File: config.mk
export PLATFORM = sky130hd
export DESIGN_NAME = counter_sequencer_flat
export DESIGN_NICKNAME = d
export VERILOG_FILES = /design/src/rtl/counter_sequencer_if.sv /design/src/rtl/counter_sequencer.sv /design/src/flat_wrapper.sv
export SDC_FILE = /design/constraint.sdc
export NUM_CORES = 1
export LEC_CHECK = 0
export BUFFER_PORTS_ARGS = -buffer_cell sky130_fd_sc_hd__buf_2
export CORE_ASPECT_RATIO = 1.75
export CORE_UTILIZATION = 45
export CTS_BUF_LIST = sky130_fd_sc_hd__clkbuf_4
export CTS_CLUSTER_DIAMETER = 40
export DETAILED_ROUTE_END_ITERATION = 7
export GPL_TIMING_DRIVEN = 0
export PLACE_DENSITY = 0.69
export SYNTH_ARGS = -nofsm -noshare
export SYNTH_HDL_FRONTEND = slang
export SYNTH_SLANG_ARGS = --single-unit
export TNS_END_PERCENT = 5
File: constraint.sdc
create_clock -name clk -period 2.3 [get_ports clk]
set_input_delay 0.46 -clock clk [delete_from_list [all_inputs] [get_ports clk]]
set_output_delay 0.46 -clock clk [all_outputs]
set_load 0.02 [all_outputs]
File: src/rtl/counter_sequencer_if.sv
// counter_sequencer_if
// Command handshake bundle for counter_sequencer.
//   cmd_valid  requester -> sequencer  command present
//   cmd_ready  sequencer -> requester  sequencer can take a command
//   cmd_dir    requester -> sequencer  0 = count up, 1 = count down
//   cmd_limit  requester -> sequencer  terminal/reload value of each pass
//   cmd_reps   requester -> sequencer  number of passes (0 means 16)
// master: the requester side. slave: the sequencer side.
interface counter_sequencer_if #(
  parameter int WIDTH = 4
);
  logic             cmd_valid;
  logic             cmd_ready;
  logic             cmd_dir;
  logic [WIDTH-1:0] cmd_limit;
  logic [3:0]       cmd_reps;

  modport master (
    output cmd_valid,
    output cmd_dir,
    output cmd_limit,
    output cmd_reps,
    input  cmd_ready
  );

  modport slave (
    input  cmd_valid,
    input  cmd_dir,
    input  cmd_limit,
    input  cmd_reps,
    output cmd_ready
  );
endinterface

File: src/rtl/counter_sequencer.sv
// counter_sequencer
// Runs a WIDTH-bit counter through a programmed number of up or down passes
// in response to one command at a time.
// Ports:
//   clk    rising-edge clock
//   rst_n  asynchronous active-low reset
//   cmd    command handshake (slave side of counter_sequencer_if)
//   hold   freeze the counter while high (RUN only)
//   abort  end the current run early (LOAD/RUN only)
//   out    counter value (registered)
//   busy   run in progress
//   wrap   pass-end pulse, high in the cycle out shows the terminal value
//   done   one-cycle run-complete pulse (registered)
module counter_sequencer #(
  parameter int WIDTH = 4
) (
  input  logic                 clk,
  input  logic                 rst_n,
  counter_sequencer_if.slave   cmd,
  input  logic                 hold,
  input  logic                 abort,
  output logic [WIDTH-1:0]     out,
  output logic                 busy,
  output logic                 wrap,
  output logic                 done
);

  typedef enum logic [1:0] {
    ST_IDLE = 2'd0,
    ST_LOAD = 2'd1,
    ST_RUN  = 2'd2,
    ST_DONE = 2'd3
  } state_t;

  localparam logic [WIDTH-1:0] CNT_ZERO = {WIDTH{1'b0}};
  localparam logic [WIDTH-1:0] CNT_ONE  = {{(WIDTH-1){1'b0}}, 1'b1};

  state_t           state_r, state_next_s;
  logic [WIDTH-1:0] out_r, out_next_s;
  logic [3:0]       pass_cnt_r, pass_next_s;
  logic             dir_r, dir_next_s;
  logic [WIDTH-1:0] limit_r, limit_next_s;
  logic [3:0]       reps_r, reps_next_s;
  logic             done_r;
  logic             wrap_s;
  logic [WIDTH-1:0] start_s;
  logic [WIDTH-1:0] term_s;

  // Each pass starts at the opposite end from where it terminates.
  assign start_s = dir_r ? limit_r : CNT_ZERO;
  assign term_s  = dir_r ? CNT_ZERO : limit_r;

  // Next-state, next-counter and wrap decode.
  always_comb begin
    state_next_s = state_r;
    out_next_s   = out_r;
    pass_next_s  = pass_cnt_r;
    dir_next_s   = dir_r;
    limit_next_s = limit_r;
    reps_next_s  = reps_r;
    wrap_s       = 1'b0;
    case (state_r)
      ST_IDLE: begin
        if (cmd.cmd_valid) begin
          dir_next_s   = cmd.cmd_dir;
          limit_next_s = cmd.cmd_limit;
          reps_next_s  = cmd.cmd_reps;
          state_next_s = ST_LOAD;
        end else begin
          state_next_s = ST_IDLE;
        end
      end
      ST_LOAD: begin
        if (abort) begin
          state_next_s = ST_DONE;
        end else begin
          out_next_s   = start_s;
          pass_next_s  = 4'd0;
          state_next_s = ST_RUN;
        end
      end
      ST_RUN: begin
        if (abort) begin
          state_next_s = ST_DONE;
        end else if (hold) begin
          state_next_s = ST_RUN;
        end else if (out_r != term_s) begin
          out_next_s = dir_r ? (out_r - CNT_ONE) : (out_r + CNT_ONE);
        end else begin
          wrap_s = 1'b1;
          // 4-bit compare: reps=0 makes the last pass index 15, i.e. 16 passes.
          if (pass_cnt_r == (reps_r - 4'd1)) begin
            state_next_s = ST_DONE;
          end else begin
            out_next_s  = start_s;
            pass_next_s = pass_cnt_r + 4'd1;
          end
        end
      end
      ST_DONE: begin
        state_next_s = ST_IDLE;
      end
      default: begin
        state_next_s = ST_IDLE;
      end
    endcase
  end

  // State, counter and command registers.
  always_ff @(posedge clk or negedge rst_n) begin
    if (!rst_n) begin
      state_r    <= ST_IDLE;
      out_r      <= CNT_ZERO;
      pass_cnt_r <= 4'd0;
      dir_r      <= 1'b0;
      limit_r    <= CNT_ZERO;
      reps_r     <= 4'd0;
      done_r     <= 1'b0;
    end else begin
      state_r    <= state_next_s;
      out_r      <= out_next_s;
      pass_cnt_r <= pass_next_s;
      dir_r      <= dir_next_s;
      limit_r    <= limit_next_s;
      reps_r     <= reps_next_s;
      done_r     <= (state_next_s == ST_DONE);
    end
  end

  assign cmd.cmd_ready = (state_r == ST_IDLE);
  assign busy          = (state_r != ST_IDLE);
  assign out           = out_r;
  assign wrap          = wrap_s;
  assign done          = done_r;

endmodule

File: src/flat_wrapper.sv
// flat-port wrapper written by rule: the top's interface ports become plain ports
module counter_sequencer_flat 
#(
  parameter int WIDTH = 4
)
  (clk, rst_n, hold, abort, out, busy, wrap, done, cmd_cmd_valid, cmd_cmd_dir, cmd_cmd_limit, cmd_cmd_reps, cmd_cmd_ready);
  counter_sequencer_if #(.WIDTH(WIDTH)) cmd_i ();
  input  logic clk;
  input  logic rst_n;
  input  logic hold;
  input  logic abort;
  output logic [WIDTH-1:0] out;
  output logic busy;
  output logic wrap;
  output logic done;
  input wire logic [$bits(cmd_i.cmd_valid)-1:0] cmd_cmd_valid;
  input wire logic [$bits(cmd_i.cmd_dir)-1:0] cmd_cmd_dir;
  input wire logic [$bits(cmd_i.cmd_limit)-1:0] cmd_cmd_limit;
  input wire logic [$bits(cmd_i.cmd_reps)-1:0] cmd_cmd_reps;
  output wire logic [$bits(cmd_i.cmd_ready)-1:0] cmd_cmd_ready;
  assign cmd_i.cmd_valid = cmd_cmd_valid;
  assign cmd_i.cmd_dir = cmd_cmd_dir;
  assign cmd_i.cmd_limit = cmd_cmd_limit;
  assign cmd_i.cmd_reps = cmd_cmd_reps;
  assign cmd_cmd_ready = cmd_i.cmd_ready;
  counter_sequencer #(.WIDTH(WIDTH)) u_core (.clk(clk), .rst_n(rst_n), .cmd(cmd_i), .hold(hold), .abort(abort), .out(out), .busy(busy), .wrap(wrap), .done(done));
endmodule
# After elaboration in Yosys (flattened, before gate mapping)
# Index checks and enable logic that the tools add are counted.
dict set report classes {
  bitwise_logic 0
  multipliers 0
  magnitude_cmp 0
  div_mod_pow 0
  muxes 26
  n_reduce_logical 6
  eq_ne 12
  n_shift 0
  addsub 4
}
# operator count
set op_table {}
lappend op_table {{4-bit 2-to-1 mux} 13}
lappend op_table {{4-bit case mux with 2 select lines} 2}
lappend op_table {{2-bit inequality test, second input constant} 5}
lappend op_table {{4-bit by 1-bit adder with 4-bit output, second input constant} 2}
lappend op_table {{2-bit 2-to-1 mux} 4}
lappend op_table {{2-bit case mux with 4 select lines} 1}
lappend op_table {{4-bit by 1-bit subtractor with 4-bit output, second input constant} 2}
lappend op_table {{2-bit == test, second input constant} 3}
lappend op_table {{1-bit 2-to-1 mux} 6}
lappend op_table {{6-bit AND reduction} 1}
lappend op_table {{5-bit AND reduction} 1}
lappend op_table {{4-bit == test} 1}
lappend op_table {{4-bit inequality test} 1}
lappend op_table {{2-bit nonzero test} 2}
lappend op_table {{3-bit by 2-bit inequality test with 1-bit output, second input constant} 1}
lappend op_table {{2-bit by 1-bit == test with 1-bit output, second input constant} 1}
lappend op_table {{2-bit zero test} 1}
lappend op_table {{2-bit AND reduction} 1}
dict set report totals {
  romBits 0
  latchBits 0
  word_cells 55
  ff_bits 20
  n_memories 0
  ramBits 0
  input_bits 14
  output_inout_bits 8
}

# Longest topological paths before layout
# Gate-level depths: netlist of the first run.
dict set report depth {
  ltp_word 8
  ltp_mapped 8
  ltp_nobuf 7
}

# Worst setup path after synthesis of the first run
# No wires, ideal clock.
dict set report synth_timing {
  path_kind {register -> output}
  startpoint {register u_core.out_r[0], in the netlist u_core.out[0]}
  endpoint {output port wrap}
  t_arrival_ps 1961
  path_buffers 1
  path_slack_ps -121
  required_time_ps 1840
  stages_incl_launch_ff 6
  path_cell_list {dfrtp_1 inv_1 xnor2_1 or3_1 buf_2 nor4b_1}
}
dict set report synth_via {
  elab_chain_cells 5
}
# item line_no
set synth_lines {}
lappend synth_lines {{start: declaration} counter_sequencer.sv:39} ;# logic [WIDTH-1:0] out_r, out_next_s;
lappend synth_lines {{start signal: assignment} counter_sequencer.sv:121} ;# out_r <= out_next_s;
lappend synth_lines {{4-bit inequality test} counter_sequencer.sv:87} ;# end else if (out_r != term_s) begin
lappend synth_lines {{1-bit 2-to-1 mux} counter_sequencer.sv:87}
lappend synth_lines {{1-bit 2-to-1 mux} counter_sequencer.sv:85} ;# end else if (hold) begin
lappend synth_lines {{1-bit 2-to-1 mux} counter_sequencer.sv:83} ;# if (abort) begin
lappend synth_lines {{1-bit 2-to-1 mux} counter_sequencer.sv:62} ;# case (state_r)
lappend synth_lines {{end: declaration} flat_wrapper.sv:14} ;# output logic wrap;
# Every way passes these cells.

# Final worst setup path of the first run
dict set report layout_timing {
  startpoint {register u_core.dir_r}
  endpoint {output port wrap}
}
dict set report layout_via {
  elab_chain_cells 6
}
# item line_no
set layout_lines {}
lappend layout_lines {{start: declaration} counter_sequencer.sv:41} ;# logic dir_r, dir_next_s;
lappend layout_lines {{start signal: assignment} counter_sequencer.sv:123} ;# dir_r <= dir_next_s;
lappend layout_lines {{4-bit 2-to-1 mux} counter_sequencer.sv:51} ;# assign term_s = dir_r ? CNT_ZERO : limit_r;
lappend layout_lines {{4-bit inequality test} counter_sequencer.sv:87}
lappend layout_lines {{1-bit 2-to-1 mux} counter_sequencer.sv:87}
lappend layout_lines {{1-bit 2-to-1 mux} counter_sequencer.sv:85}
lappend layout_lines {{1-bit 2-to-1 mux} counter_sequencer.sv:83}
lappend layout_lines {{1-bit 2-to-1 mux} counter_sequencer.sv:62}
# Every way passes these cells.

==> reports/qor.yml, run 1 <==
cts:
  htreeDepth: 1
  cts_sinks: 20
  cts-root-buf: "clkbuf_4"
  clk_latency_ns: 0.30
  cts_max_path_buffers: 2
  cts_tree: "built"
  cts_buffers: 3
  clkTransAtPathRegs_ns: 0.13
power_and_ir_drop:
  peakVddDrop_mv: 0.872
  power_frac_comb_pct: 62.2
  p_sw_mw: 1.13
  clockPowerShare_pct: 11.1
  power.density_mw_per_mm2: 1610
  p_seq_share_pct: 26.7
  netSwitchingFraction_pct: 42.6
  p_int_mw: 1.52
  power.total_mw: 2.66
  power_leakage_nw: 0.744
grt:
  grt_pass1_wl_um: 4660
  antenna_found_initial: 0
  grt_max_degree: 21
  grt_overflow: 0
  grtUsageTotal_pct: 19.4
  grt_pass1_vias: 1070
yosys:
  yosys_warnings: 0
  async_flop_share_pct: 100
  synth_top_family_by_area: "compound AO/OA/AOI/OAI gates"
  syn-mean-instance-area_um2: 10.5
  synth-simple-area-share_pct: 13.0
  yosysUniqueCellTypes: 43
  synth_edf_count: 0
  synth-xor-area-share_pct: 5.97
  synth_compound_area_share_pct: 18.4
  ys.flop_type: "dfrtp_1"
  syn_nets: 148
  synthCells: 126
  synth_mux_area_share_pct: 12.0
  ys_ff_latch: 20
  synth_area_mm2: 0.00132
  yosysSeqAreaShare_pct: 37.9
  synthAdderAreaFrac_pct: 8.14
floorplan:
  coreArea_mm2: 0.00275
  dieArea_mm2: 0.00317
  die_h_um: 73.7
  start_util_pct: 48.0
  ios: 22
  dieWidth_um: 43.0
  row_count: 25
route:
  route.detailed.drc: 0
  drt_iter0_drc: 16
  wl_met3_um: 84
  wire_per_inst_um: 15.6
  drtPass1Iterations: 4
  wl_met1_um: 1100
  antenna_left: 0
  totalWireLength_um: 2870
  vias_per_cell: 5.69
  top_layer: "met4"
  vias: 1047
  wl_met2_um: 1630
placement:
  dpl-instance-area_mm2: 0.00147
  hpwl_um: 2090
  dp_cells: 174
  io_buffers: 21
  gp_congestion: 0.827
critical_path:
  worstPathMaxFanout: 3
  crit_chain: "buf_6 -> nor2b_4 -> xnor2_2 -> or3_4 -> nor4b_4 -> buf_4"
  crit_path_top_delay_cell: "dfrtp_2"
  crit_path_start_kind: "flop"
  worst_path_largest_cell_delay_ns: 0.45
  end_kind: "primary output"
  arrival_ns: 1.89
  crit_type: "reg2out"
  cp.required_ns: 1.84
run_status:
  violations: "negative setup slack"
  status: "finished with violations"
cells_and_area:
  nFillCells: 243
  drive_gt1_share_pct: 41.4
  post_layout_nonfiller_instances: 184
  fin_nets: 180
  layout_commonest_cell: "buf_2"
  final_util_pct: 60.0
  n_antenna_cell: 0
  layout_common_cells: "20 x buf_2, 19 x dfrtp_1, 12 x nand2_1"
  fin_area_mm2: 0.00165
  area_growth_pct: 25.0
sta:
  period_needed_ns: 2.35
  timing.final.crit_share_pct: 102
  setup_slack_ns: -0.0487
  max_freq_mhz: 426
  tightestPinTransition_ns: 0.468
  hold_viol_final: 0
  grt_setup_unrepaired: "true"
  setup_viol: 1
  maxSlewViolCount: 0
  relSlewSlack_pct: 68.8
  tns_ns: -0.0487
  clock_skew_ns: 0.00628
worst_hold_path:
  hp-class: "in2async"
job:
  drv_cap: 0
[worst paths after layout]
| path | slack (ns) | to | start | cells past startpoint |
|---|---|---|---|---|
| max | -0.05 | wrap | u_core.dir_r | 6 |
| min | 0.08 | u_core.out[0] | rst_n | 1 |
| max reg2reg | 0.03 | u_core.out[3] | u_core.dir_r | 8 |
| min reg2reg | 0.55 | u_core.reps_r[3] | u_core.reps_r[3] | 1 |
| max in group asynchronous | 1.87 | u_core.dir_r | rst_n | 1 |
| min in group clk | 0.37 | u_core.limit_r[2] | cmd_cmd_limit[2] | 2 |
[cells in the mapped netlist (2+ instances only)]
| master | n | share of area (%) |
|---|---|---|
| inv_1 | 11 | 3.1 |
| a21oi_1 | 3 | 1.1 |
| clkbuf_1 | 2 | 0.57 |
| nand3_1 | 2 | 0.76 |
| nand2_1 | 12 | 3.4 |
| mux2i_1 | 2 | 1.5 |
| xnor2_1 | 8 | 5.3 |
| dfrtp_1 | 20 | 38 |
| mux2_2 | 11 | 9.4 |
| nand3b_1 | 2 | 1.1 |
| nor3_1 | 2 | 0.76 |
| o21ai_0 | 6 | 2.3 |
| ha_1 | 7 | 6.6 |
| nor2_1 | 3 | 0.85 |
| nand2b_1 | 2 | 0.95 |
| o31ai_1 | 3 | 1.7 |
| a21o_1 | 2 | 1.1 |
| a2111oi_0 | 3 | 2.0 |
[worst max-delay path: cells and delay by family, from the launching register on]
kind,cells,cell delay (ns)
buf+inv,2,0.31
flops,1,0.45
simple gates,3,0.78
xor+xnor,1,0.06
[registers in the layout, summed over array words and instances, names as in the netlist]
signal / flops
u_core.dir_r: 1
u_core.done: 1
u_core.limit_r: 4
u_core.out: 4
u_core.pass_cnt_r: 4
u_core.reps_r: 4
u_core.state_r: 2
[metrics by stage]
stage	hold slack [ns]	setup slack (ns)
CTS	0.0995	-0.0196
floorplan	0.164	0.0320
finish	0.0831	-0.0487
global placement	0.434	-0.0777
detailed placement	0.445	-0.104
global route	0.113	-0.118
[layout make-up]
class / count / area (um2) / area share [%]
flip-flops and latches: 20 / 502 / 30.4
repair buffers: 29 / 188 / 11.4
plain buffers: 2 / 15.0 / 0.909
clock inverters: 1 / 30.0 / 1.82
inverters: 11 / 41.3 / 2.50
well taps: 27 / 33.8 / 2.05
multi-input cells: 91 / 820 / 49.6
clock buffers: 3 / 22.5 / 1.36
[what timing repair did]
action	CTS	global route
gates resized for setup	14	6
pin swaps	9	5
endpoints found under the setup margin	6	7
setup buffers	8	1
cloned	0	0
hold endpoints to repair	0	0
hold buffers	0	0
[kinds of logic (layout without fill, tap and decap cells)]
group	after synthesis	count (layout)
flops	20	20
xor+xnor	9	9
compound gates	30	30
fa+ha+maj	8	8
simple gates	30	30
mux	14	14
buf+inv	15	46
[metal layers]
| layer | track usage, % | up-vias |
|---|---|---|
| met5 | 0 | - |
| met4 | 7.74 | 0 |
| met3 | 1.72 | 4 |
| met2 | 38.4 | 21 |
| met1 | 20.1 | 507 |
| li1 | - | 515 |
[power by group through the flow]
stage / logic, mW / clock network (mW) / registers (mW)
after floorplan: 1.08 / 0 / 0.704
after global placement: 1.32 / 0 / 0.706
after detailed placement: 1.37 / 0 / 0.718
after CTS: 1.61 / 0.302 / 0.706
after global routing: 1.80 / 0.314 / 0.734
final: 1.65 / 0.294 / 0.710
(Power assumes the default switching activity.)
==> run 2, diff against run 1 <==
--- a/config.mk
+++ b/config.mk
@@ -7,6 +7,7 @@
 export LEC_CHECK = 0
 export BUFFER_PORTS_ARGS = -buffer_cell sky130_fd_sc_hd__buf_2
 export CORE_ASPECT_RATIO = 1.75
+export CORE_MARGIN = 2
 export CORE_UTILIZATION = 45
 export CTS_BUF_LIST = sky130_fd_sc_hd__clkbuf_4
 export CTS_CLUSTER_DIAMETER = 40
==> run 2 against run 1 <==
Against the previous run:
- the run now ends clean
- routed wire length shrank 2.9%
- combinational power shrank 3%
- clock power shrank 44%
- maximum frequency grew 2.6%
- sequential power is essentially flat
- worst setup slack gained 0.060 ns
- via count grew 1.1%
- die area grew 7.5%
- final cell count is the same
==> reports/qor.yml, run 2 (synthesized netlist as in run 1, its figures left out) <==
run_status:
  status: "completed"
route:
  totalWireLength_um: 2790  # -2.9%
  antenna_left: 0  # unchanged
  wire_per_inst_um: 15.1  # -2.9%
  drt_iter0_drc: 25  # +9
  vias_per_cell: 5.76  # +1.1%
  drtPass1Iterations: 4  # unchanged
  route.detailed.drc: 0  # unchanged
  vias: 1059  # +1.1%
cells_and_area:
  area_growth_pct: 20.7
  fin_nets: 179  # -0.56%
  nFillCells: 244  # +0.41%
  n_antenna_cell: 0  # unchanged
  layout_common_cells: "20 x buf_2, 18 x dfrtp_1, 12 x nand2_1"
  drive_gt1_share_pct: 39.1  # -2.3 points
  layout_commonest_cell: "buf_2"
  fin_area_mm2: 0.00160  # -3.4%
cts:
  cts_buffers: 3  # unchanged
  ctsHoldBuffers: 0  # unchanged
  cts_max_path_buffers: 2  # unchanged
  clkTransAtPathRegs_ns: 0.11  # -0.02 ns
  cts_sinks: 20  # unchanged
  htreeDepth: 1  # unchanged
  clk_latency_ns: 0.29  # about the same
  cts-root-buf: "clkbuf_4"
  cts_tree: "built"
grt:
  grt_max_degree: 21  # unchanged
  grtUsageTotal_pct: 19.6  # +0.20 points
  grt_overflow: 0  # unchanged
  globalRouteMet1Util_pct: 20.2  # +0.088 points
  antenna_found_initial: 0  # unchanged
  grt_use_met3_pct: 1.90  # +0.18 points
  globalRoute.busiestLayer: "met2"
  gr-usage-met2_pct: 37.6  # -0.76 points
  grt_pass1_wl_um: 4890  # +4.9%
  grt_pass1_vias: 1148  # +7.3%
floorplan:
  start_util_pct: 46.2  # -1.8 points
  coreArea_mm2: 0.00286  # +4.0%
  die_h_um: 75.7  # +2.7%
  dieArea_mm2: 0.00340  # +7.5%
  dieWidth_um: 45.0  # +4.7%
  ios: 22  # unchanged
  row_count: 26  # +4.0%
power_and_ir_drop:
  power_leakage_nw: 0.717  # -3.7%
  power.density_mw_per_mm2: 1550  # -3.4%
  peakVddDrop_mv: 0.874  # +0.28%
  power.total_mw: 2.48  # -6.7%
sta:
  hold_viol_final: 0  # unchanged
  grt_setup_unrepaired: "true"
  maxSlewViolCount: 0  # unchanged
  timing.final.crit_share_pct: 99.5  # -2.6 points
  max_freq_mhz: 437  # +2.6%
  setup_slack_ns: 0.0111  # +0.0598 ns
  hold_ws_ns: 0.0973  # +0.0142 ns
  tightestPinTransition_ns: 0.461  # -0.00654 ns
  period_needed_ns: 2.29  # -0.0598 ns
  relSlewSlack_pct: 69.2  # +0.41 points
  clock_skew_ns: 0.00218  # -0.00409 ns
  setup_viol: 0  # -1
critical_path:
  crit_type: "reg2out"
  end_kind: "primary output"
  critPathMostFrequentCell: "buf_6"
  crit_path_start_kind: "flop"
  crit_chain: "buf_6 -> o21ai_2 -> o21ai_1 -> or3_1 -> buf_6 -> nor4b_4 -> buf_4"
  crit_path_top_delay_cell: "dfrtp_2"
  arrival_ns: 1.83  # -0.06 ns
  critical_path.n_buffers_inverters: 3  # +1
  worstPathMaxFanout: 10  # +7
  worst_path_largest_cell_delay_ns: 0.45  # about the same
  cp_top_family: "simple AND/OR/NAND/NOR gates"
  cp.required_ns: 1.84  # about the same
  r2r_slack_ns: 0.02  # about the same
worst_hold_path:
  hp-class: "in2async"
placement:
  place_ws_ns: -0.102  # +0.00216 ns
  io_buffers: 21  # unchanged
  gp_congestion: 0.876  # +6.0%
  hpwl_um: 2190  # +5.0%
  dpl-instance-area_mm2: 0.00147  # about the same
job:
  drv_cap: 0  # unchanged
-- run 2: changes by cell type in the layout (fill, tap and decap cells not counted), sizes merged --
cell,before,now
clkinv,0,1
bufinv,1,0
buf,30,29
-- run 2: final cells by class --
type | instances | area (um2) | area share, %
Inverter | 11 | 41.3 | 2.59
Multi-Input combinational cell | 91 | 807 | 50.6
Clock buffer | 3 | 22.5 | 1.41
Clock inverter | 1 | 3.75 | 0.235
Sequential cell | 20 | 503 | 31.5
Timing Repair Buffer | 27 | 156 | 9.80
Buffer | 3 | 26.3 | 1.65
Tap cell | 28 | 35.0 | 2.20
-- run 2: worst paths after layout --
kind / startpoint / to / depth (start not counted)
min in group clk: cmd_cmd_dir / u_core.dir_r / 2
min: rst_n / u_core.state_r[0] / 1
max: u_core.dir_r / wrap / 7
max in group asynchronous: rst_n / u_core.dir_r / 1
max reg2reg: u_core.reps_r[0] / u_core.out[0] / 8
min reg2reg: u_core.state_r[1] / u_core.state_r[1] / 2
-- run 2: metrics by stage --
stage               cells  util, %  setup TNS, ns
finish                184     55.7              0
global route          184     55.7         -0.496
CTS                   184     54.9         -0.152
detailed placement    175     51.3         -0.277
global placement      175     51.3         -0.135
floorplan             126        -              0
-- run 2: layer usage --
metal  share of wire (%)  vias up
met4                0.90        0
met1                  35      513
li1                    -      515
met3                 4.6        2
met5                   0        -
met2                  59       29
-- run 2: what timing repair did --
item / in CTS / in global routing
pin swaps: 4 / 2
gates resized for setup: 11 / 7
endpoints found under the setup margin: 6 / 9
setup buffers: 6 / 0
-- run 2: where the power goes --
| group | total, mW | internal [mW] | leakage [nW] | switching (mW) |
|---|---|---|---|---|
| clock network | 0.164 | 0.0630 | 0.0154 | 0.101 |
| logic | 1.60 | 0.785 | 0.458 | 0.818 |
| registers | 0.712 | 0.523 | 0.244 | 0.189 |
==> run 3, diff against run 2 <==
--- a/config.mk
+++ b/config.mk
@@ -14,6 +14,7 @@
 export DETAILED_ROUTE_END_ITERATION = 7
 export GPL_TIMING_DRIVEN = 0
 export PLACE_DENSITY = 0.69
+export RECOVER_POWER = 50
 export SYNTH_ARGS = -nofsm -noshare
 export SYNTH_HDL_FRONTEND = slang
 export SYNTH_SLANG_ARGS = --single-unit
==> run 3 against run 2 <==
Against the previous run:
- highest routed layer unchanged
- total power hardly changed
- flip-flop and latch count stayed put
- die area stayed put
- clock-buffer cell count stayed put
- clock power hardly changed
- core utilization is 0.087 points lower
- largest power group unchanged
- largest cell class unchanged
==> reports/qor.yml, run 3 (synthesized netlist as in run 1, its figures left out) <==
route:
  drt_iter0_drc: 25  # unchanged
  vias: 1059  # unchanged
  totalWireLength_um: 2790  # unchanged
  wire_per_inst_um: 15.1  # unchanged
  route.detailed.drc: 0  # unchanged
  vias_per_cell: 5.76  # unchanged
  drtPass1Iterations: 4  # unchanged
  antenna_left: 0  # unchanged
sta:
  maxSlewViolCount: 0  # unchanged
  max_freq_mhz: 437  # unchanged
  tightestPinTransition_ns: 1.06  # +0.603 ns
  tns_ns: 0  # unchanged
  period_needed_ns: 2.29  # unchanged
  clock_skew_ns: 0.00218  # unchanged
  relSlewSlack_pct: 29.0  # -40 points
  timing.final.crit_share_pct: 99.5  # unchanged
  grt_setup_unrepaired: "true"
  setup_viol: 0  # unchanged
  hold_viol_final: 0  # unchanged
cts:
  htreeDepth: 1  # unchanged
  ctsHoldBuffers: 0  # unchanged
  clk_latency_ns: 0.29  # about the same
  cts_max_path_buffers: 2  # unchanged
  cts_tree: "built"
  cts_buffers: 3  # unchanged
  cts-root-buf: "clkbuf_4"
  cts_sinks: 20  # unchanged
  clkTransAtPathRegs_ns: 0.11  # about the same
critical_path:
  r2r.worst_path.cells: 8  # unchanged
  crit_type: "reg2out"
  r2r-end: "u_core.out[0]"
  r2r_slack_ns: 0.02  # about the same
  r2r-start: "u_core.reps_r[0]"
  worstPathMaxFanout: 10  # unchanged
  arrival_ns: 1.83  # about the same
  crit_path_start_kind: "flop"
  cp.required_ns: 1.84  # about the same
  end_kind: "primary output"
grt:
  grtUsageTotal_pct: 19.6  # unchanged
  antenna_found_initial: 0  # unchanged
  grt_overflow: 0  # unchanged
  grt_max_degree: 21  # unchanged
  grt_pass1_wl_um: 4890  # unchanged
  grt_pass1_vias: 1148  # unchanged
placement:
  gp_congestion: 0.876  # unchanged
  dp_cells: 175  # unchanged
  hpwl_um: 2190  # unchanged
  io_buffers: 21  # unchanged
floorplan:
  row_count: 26  # unchanged
  dieArea_mm2: 0.00340  # unchanged
  ios: 22  # unchanged
  start_util_pct: 46.2  # unchanged
  die_h_um: 75.7  # unchanged
  dieWidth_um: 45.0  # unchanged
  coreArea_mm2: 0.00286  # unchanged
cells_and_area:
  n_antenna_cell: 0  # unchanged
  final_util_pct: 55.6  # -0.087 points
  fin_nets: 179  # unchanged
  post_layout_nonfiller_instances: 184  # unchanged
  nFillCells: 246  # +0.82%
  layout_common_cells: "18 x buf_2, 18 x dfrtp_1, 12 x nand2_1"
  multi_input_area_um2: 807  # unchanged
  drive_gt1_share_pct: 37.8  # -1.3 points
  area_growth_pct: 20.5
  final-seq-area_um2: 503  # unchanged
worst_hold_path:
  hp-class: "in2async"
power_and_ir_drop:
  p_int_mw: 1.37  # -0.12%
  power_leakage_nw: 0.710  # -0.93%
  clockPowerShare_pct: 6.6  # about the same
  p_seq_share_pct: 28.7  # about the same
  power.density_mw_per_mm2: 1560  # +0.10%
  peakVddDrop_mv: 0.874  # about the same
  netSwitchingFraction_pct: 44.7  # about the same
  p_sw_mw: 1.11  # about the same
  power_frac_comb_pct: 64.7  # about the same
run_status:
  status: "completed"
job:
  drv_cap: 0  # unchanged
run 3: changes by cell type in the layout (fill, tap and decap cells not counted):
cell,previous run,this run
buf_2,20,18
clkbuf_1,1,3
run 3: how the worst max path moves through the flow:
stage	start	to	slack, ns	depth (start not counted)
6_report	u_core.dir_r	wrap	0.01	7
5_1_grt	u_core.out[3]	wrap	-0.13	6
4_1_cts	u_core.reps_r[0]	u_core.out[0]	-0.05	8
3_5_place_dp	u_core.reps_r[0]	u_core.pass_cnt_r[0]	-0.10	7
3_3_place_gp	u_core.reps_r[0]	u_core.pass_cnt_r[0]	-0.09	7
2_1_floorplan	u_core.reps_r[0]	u_core.pass_cnt_r[0]	0.03	7
run 3: power by group through the flow:
stage	sequential (mW)	combinational [mW]	clock (mW)
floorplan	0.704	1.08	0
global placement	0.704	1.32	0
detailed placement	0.717	1.38	0
CTS	0.703	1.57	0.173
global route	0.739	1.78	0.191
finish	0.712	1.60	0.164
run 3: timing repair:
item / CTS / global route
buffers inserted: 6 / 0
endpoints found under the setup margin: 6 / 9
pin swaps: 4 / 2
cloned: 0 / 0
resized for setup: 11 / 7
run 3: final cells by class:
| class | count | area share, % |
|---|---|---|
| clock buffer | 3 | 1.41 |
| buffer | 3 | 1.65 |
| sequential | 20 | 31.6 |
| multi-input combinational | 91 | 50.7 |
| tap | 28 | 2.20 |
| clock inverter | 1 | 0.236 |
| timing repair buffer | 27 | 9.66 |
| inverter | 11 | 2.59 |
run 3: stage by stage:
stage | setup WS (ns) | hold slack, ns | total power [mW] | instance area (um2)
floorplan | 0.0320 | 0.164 | 1.78 | 1330
global placement | -0.0852 | 0.432 | 2.02 | 1470
detailed placement | -0.102 | 0.438 | 2.10 | 1470
CTS | -0.0476 | 0.109 | 2.45 | 1570
global route | -0.134 | 0.373 | 2.71 | 1590
finish | 0.0111 | 0.329 | 2.48 | 1590
run 3: routing by layer:
layer	up-vias	wire, um	part of all wire, %	track usage (%)
li1	515	-	-	-
met1	513	988	35	20.2
met2	29	1650	59	37.6
met3	2	127	4.6	1.90
met4	0	25	0.90	9.48
met5	-	0	0	0
run 3: critical path, stage by stage (launching register included):
cell and delay [ns]:
dfrtp_2 0.45, buf_6 0.15, o21ai_2 0.05, o21ai_1 0.06, or3_1 0.32, buf_6 0.14
nor4b_4 0.19, buf_4 0.17
